===== config.mk =====
export PLATFORM = sky130hd
export DESIGN_NAME = neuron_mac_lanes
export DESIGN_NICKNAME = d
export VERILOG_FILES = /design/src/rtl/neuron_mac_lanes.sv
export SDC_FILE = /design/constraint.sdc
export NUM_CORES = 2
export LEC_CHECK = 0
export ABC_AREA = 1
export CAP_MARGIN = 20
export CORE_MARGIN = 2
export CORE_UTILIZATION = 63
export CTS_BUF_LIST = sky130_fd_sc_hd__clkbuf_4
export CTS_CLUSTER_DIAMETER = 80
export DETAILED_ROUTE_END_ITERATION = 12
export PLACE_DENSITY = 0.81
export SLEW_MARGIN = 30
export SYNTH_ARGS = -nofsm -noshare
export SYNTH_HDL_FRONTEND = slang
export SYNTH_SLANG_ARGS = --single-unit

===== constraint.sdc =====
create_clock -name clk -period 10.6 [get_ports clk]
set_input_delay 2.12 -clock clk [delete_from_list [all_inputs] [get_ports clk]]
set_output_delay 2.12 -clock clk [all_outputs]
set_load 0.01 [all_outputs]

===== src/rtl/neuron_mac_lanes.sv =====
// rtl/neuron_mac_lanes.sv - multi-lane fixed-point neuron: dot product, bias, round, activate, saturate
// Accepts LANES input/weight pairs per beat and emits one activated result per NUM_INPUTS-long vector.
module neuron_mac_lanes #(
  parameter int DATA_W     = 16,
  parameter int FRAC       = 15,
  parameter int LANES      = 4,
  parameter int NUM_INPUTS = 784,
  parameter int ACC_W      = 48,
  parameter int ACT_MODE   = 1
) (
  input  logic                      clk,
  input  logic                      rst,
  input  logic                      in_valid,
  output logic                      in_ready,
  input  logic [LANES*DATA_W-1:0]   in_data,
  input  logic [LANES*DATA_W-1:0]   in_weight,
  input  logic [DATA_W-1:0]         bias,
  output logic                      out_valid,
  input  logic                      out_ready,
  output logic [DATA_W-1:0]         out_data,
  output logic                      out_sat
);

  localparam int BEATS      = (NUM_INPUTS + LANES - 1) / LANES;
  localparam int LAST_LANES = NUM_INPUTS - (BEATS - 1) * LANES;
  localparam int CNT_W      = (BEATS > 1) ? $clog2(BEATS) : 1;
  localparam logic [CNT_W-1:0] LAST_BEAT = CNT_W'(BEATS - 1);
  localparam logic signed [ACC_W-1:0] MAX_R = {{(ACC_W-DATA_W+1){1'b0}}, {(DATA_W-1){1'b1}}};
  localparam logic signed [ACC_W-1:0] MIN_R = {{(ACC_W-DATA_W+1){1'b1}}, {(DATA_W-1){1'b0}}};
  localparam logic signed [ACC_W-1:0] HALF  = ACC_W'(1) << (FRAC - 1);

  typedef enum logic [1:0] {ACCUM, FINISH, OUT} state_t;

  state_t                        state, state_nx;
  logic [CNT_W-1:0]              beat_cnt;
  logic signed [ACC_W-1:0]       acc;
  logic signed [ACC_W-1:0]       beat_sum;
  logic signed [2*DATA_W-1:0]    d_ext [LANES];
  logic signed [2*DATA_W-1:0]    w_ext [LANES];
  logic signed [2*DATA_W-1:0]    prod  [LANES];
  logic signed [ACC_W-1:0]       bias_ext, s_val, r_val;
  logic [DATA_W-1:0]             res;
  logic                          res_sat;

  // Lanes past the end of the vector on the last beat contribute nothing.
  always_comb begin
    beat_sum = '0;
    for (int i = 0; i < LANES; i++) begin
      d_ext[i] = {{DATA_W{in_data[i*DATA_W+DATA_W-1]}}, in_data[i*DATA_W +: DATA_W]};
      w_ext[i] = {{DATA_W{in_weight[i*DATA_W+DATA_W-1]}}, in_weight[i*DATA_W +: DATA_W]};
      prod[i]  = d_ext[i] * w_ext[i];
      if (beat_cnt == LAST_BEAT && i >= LAST_LANES) prod[i] = '0;
      beat_sum = beat_sum + {{(ACC_W-2*DATA_W){prod[i][2*DATA_W-1]}}, prod[i]};
    end
  end

  always_comb begin
    bias_ext = {{(ACC_W-DATA_W){bias[DATA_W-1]}}, bias};
    s_val    = acc + (bias_ext <<< FRAC) + HALF;
    r_val    = s_val >>> FRAC;
    res      = r_val[DATA_W-1:0];
    res_sat  = 1'b0;
    if (ACT_MODE == 1 && r_val[ACC_W-1]) begin
      res = '0;
    end else if (r_val > MAX_R) begin
      res     = {1'b0, {(DATA_W-1){1'b1}}};
      res_sat = 1'b1;
    end else if (ACT_MODE == 0 && r_val < MIN_R) begin
      res     = {1'b1, {(DATA_W-1){1'b0}}};
      res_sat = 1'b1;
    end
  end

  assign in_ready  = (state == ACCUM);
  assign out_valid = (state == OUT);

  always_ff @(posedge clk or posedge rst) begin
    if (rst) state <= ACCUM;
    else     state <= state_nx;
  end

  always_comb begin
    state_nx = state;
    case (state)
      ACCUM:   if (in_valid && beat_cnt == LAST_BEAT) state_nx = FINISH;
      FINISH:  state_nx = OUT;
      OUT:     if (out_ready) state_nx = ACCUM;
      default: state_nx = ACCUM;
    endcase
  end

  always_ff @(posedge clk or posedge rst) begin
    if (rst) begin
      acc      <= '0;
      beat_cnt <= '0;
      out_data <= '0;
      out_sat  <= 1'b0;
    end else begin
      case (state)
        ACCUM: if (in_valid) begin
          acc      <= acc + beat_sum;
          beat_cnt <= beat_cnt + 1'b1;
        end
        FINISH: begin
          out_data <= res;
          out_sat  <= res_sat;
          acc      <= '0;
          beat_cnt <= '0;
        end
        default: ;
      endcase
    end
  end

endmodule


==> metrics.md <==
| Metric | Value |
|---|---|
| Mean Syn Cell Area | 8.44 um^2 |
| Unique masters post-synth | 53 |
| Core area | 82100 um^2 |
| Final WS setup | 0.215 ns |
| Post-Synth Adder-Cell Area | 63.1% |
| Post-CTS Hold Buffers | 0 |
| GRT Overall Usage | 34.3% |
| Met3 Routed Length | 9.91 mm |
| Worst-path clk slew | 0.15 ns |
| Ys async rst share | 100% |
| Starting Density | about 64% |
| Pin count of the biggest net entering global routing | 49 |
| Max-cap violations | 0 |
| Die X | 292 um |
| Top-area cell type share of the netlist area | a little over half |
| 1st-iter DRT viols | 2356 |
| Synth Area in Simple Gates | 12.8% |
| Setup violations, final | 0 |
| Cts bufs inserted | 9 |
| Vias post-DR | approximately 40k |
| Root Driver | clkbuf_4 |
| Leading area contributor after synthesis | fa_1 |
| Synth top area cells | fa_1 54%, inv_1 15%, nand2_1 9.7% |
| Slowest Stage Delay on Critical Path | between 0.5 and 0.6 ns |
| Post-synth top cells | 2110 x inv_1, 1407 x fa_1, 1349 x nand2_1 |
| # DRC | 0 |
| Met2 routed WL | 68.9 mm |
| Post-Syn Instances | 6194 |
| Xor and xnor area share after synthesis | 0.653% |
| Status | finished clean |
| Die Y | just under 300 um |
| First-pass GRT wire length | 227 mm |
| CP Capture Type | flop |
| Initial antenna violation count | 3 |
| Via density | around 5.2 |
| Final period util | between 90% and 100% |
| Setup_tns | 0 ns |
| Final ANT Viol Nets | 0 |
| # nets final | 8446 |
| Count leader, synth | inv_1 |
| Register area share after synthesis | 3.59% |
| Crit path time final | 10.38 ns |
| Filler Cell Count | 5993 |
| # H-tree levels | 3 |
| Slowest stage cell, crit path | fa_1 |
| Drt first pass iters | 6 |
| Routability cong. | approximately 0.99 |
| Clock Sinks | 75 |
| Syn Nets | 8135 |
| EDFF count, synth | 0 |
| Register area | 1880 um^2 |
| CP Launch Type | primary input |
| RSZ-0062 raised after global routing | yes |
| Post-placement setup slack | -0.309 ns |
| Area taken by multi-input logic gates | 41600 um^2 |
| Mux contribution to synthesized area | 0% |
| Number of synthesized register bits | 75 |
| Warnings from Yosys | 0 |
| GRT Residual Overflow | 0 |
| Arr. time, crit path | 10.75 ns |
| Skew-Pair Late Insertion Delay | 0.50 ns |
| DIE AREA | 85300 um^2 |
| Compound-Gate Fraction of Synth Area | 2.91% |
| Met1 WL | 52.0 mm |
| Worst min path class | flop to flop |
| Relative slew slack | 37.5% |
| Max clock buf depth | 2 |
| Final hold vios | 0 |
| Achievable frequency | between 0.09 and 0.1 GHz |
| Post-Route WL | about 140 mm |
| Row count | 105 |
| Fraction of layout cells with a size suffix above 1 | 7.60% |
| Number of max-slew violations in the final report | 0 |
| CTS tree | done |
| Worst-Margin Slew | between 0.9 and 1 ns |
| Average wire per standard cell | 18.0 um |
| Worst Path Max Fanout | 16 |
| Critical Path RT | 10.97 ns |
| Cell area after synthesis | 52300 um^2 |
| Largest family of logic cells by synthesized area | adder cells |
| Dpl hpwl | about 130 mm |
| Skew final | between 0.02 and 0.025 ns |
| Max layer used | met5 |
| Synth-to-Final Area Change | 11.7% |
| WHS | 0.491 ns |
| Kind of critical path | primary input to flop |
| Synth Flop Type | dfrtp_1 |
| Number of global-route vias before repair | between 40k and 50k |
| Num ports | 167 |
| Port Buffers | 166 |
## worst paths after layout
kind,start,endpoint,slack (ns),depth (start not counted)
max in group asynchronous,rst,acc[45]$_DFFE_PP0P_,7.85,4
hold / removal,beat_cnt[3]$_DFFE_PP0P_,state[0]$_DFFE_PP0P_,0.49,1
setup reg to reg,acc[15]$_DFFE_PP0P_,acc[46]$_DFFE_PP0P_,3.29,28
min in group asynchronous,rst,acc[1]$_DFFE_PP0P_,1.79,2
setup / recovery,in_weight[15],acc[46]$_DFFE_PP0P_,0.22,34
hold reg to reg,beat_cnt[3]$_DFFE_PP0P_,state[0]$_DFFE_PP0P_,0.49,1
## cells in the final DEF, fill, tap and decap left out, types with 22 or more instances in the layout
cell             instances
inv_1                 2108
fa_1                  1402
or2_2                   35
nand2_1               1349
nor2_1                 149
buf_12                  86
xor2_1                  22
nand3_1                 44
nand4_1                 22
nand2_2                 25
buf_4                  282
dfrtp_1                 75
o21ai_0                 72
ha_1                   386
clkdlybuf4s50_1        166
a21oi_1                112
## logic make-up after synthesis
| group | after synthesis |
|---|---|
| buffers and inverters | 2355 |
| adders and majority gates | 1793 |
| and+or+nand+nor | 1667 |
| AOI/OAI and AO/OA | 265 |
| DFF | 75 |
| xor gates and xnor gates | 39 |
## per-stage QoR
step                instance area, um^2  utilization, %  std cells
floorplan                         52300               -       6194
global placement                  58200            70.9       7562
detailed placement                58200            70.9       7563
CTS                               58400            71.1       7579
global route                      58400            71.1       7582
finish                            58400            71.1       7582
## registers in the layout, indices dropped and copies added (netlist names)
register,cells
acc,48
out_data,16
beat_cnt,8
state,2
out_sat,1
## what timing repair did
action	4_1_cts	5_1_grt
gates resized for setup	0	14
buffers inserted	0	1
setup endpoints to repair	0	10
## metal layers
layer | global-route usage, % | vias to the layer above
li1 | - | 17700
met1 | 44.0 | 20000
met2 | 60.3 | 1577
met3 | 3.99 | 377
met4 | 12.7 | 2
met5 | 0 | -
## layout make-up
cell class	instances	area share, %
clock inverter	7	0.137
sequential	75	3.21
inverter	2121	13.6
clock buffer	9	0.116
antenna	2	0.00857
timing repair buffer	534	9.42
tap	1070	2.29
multi-input combinational	3764	71.2
## critical path, delay by kind of cell
family	cells	cell delay (ns)
buf+inv	12	1.49
fa+ha+maj	11	5.48
simple gates	7	0.92
compound gates	4	0.72
Power is left out: the tool's default activity adds up to more than one toggle a clock period on the data nets, which glitch-free logic cannot reach.
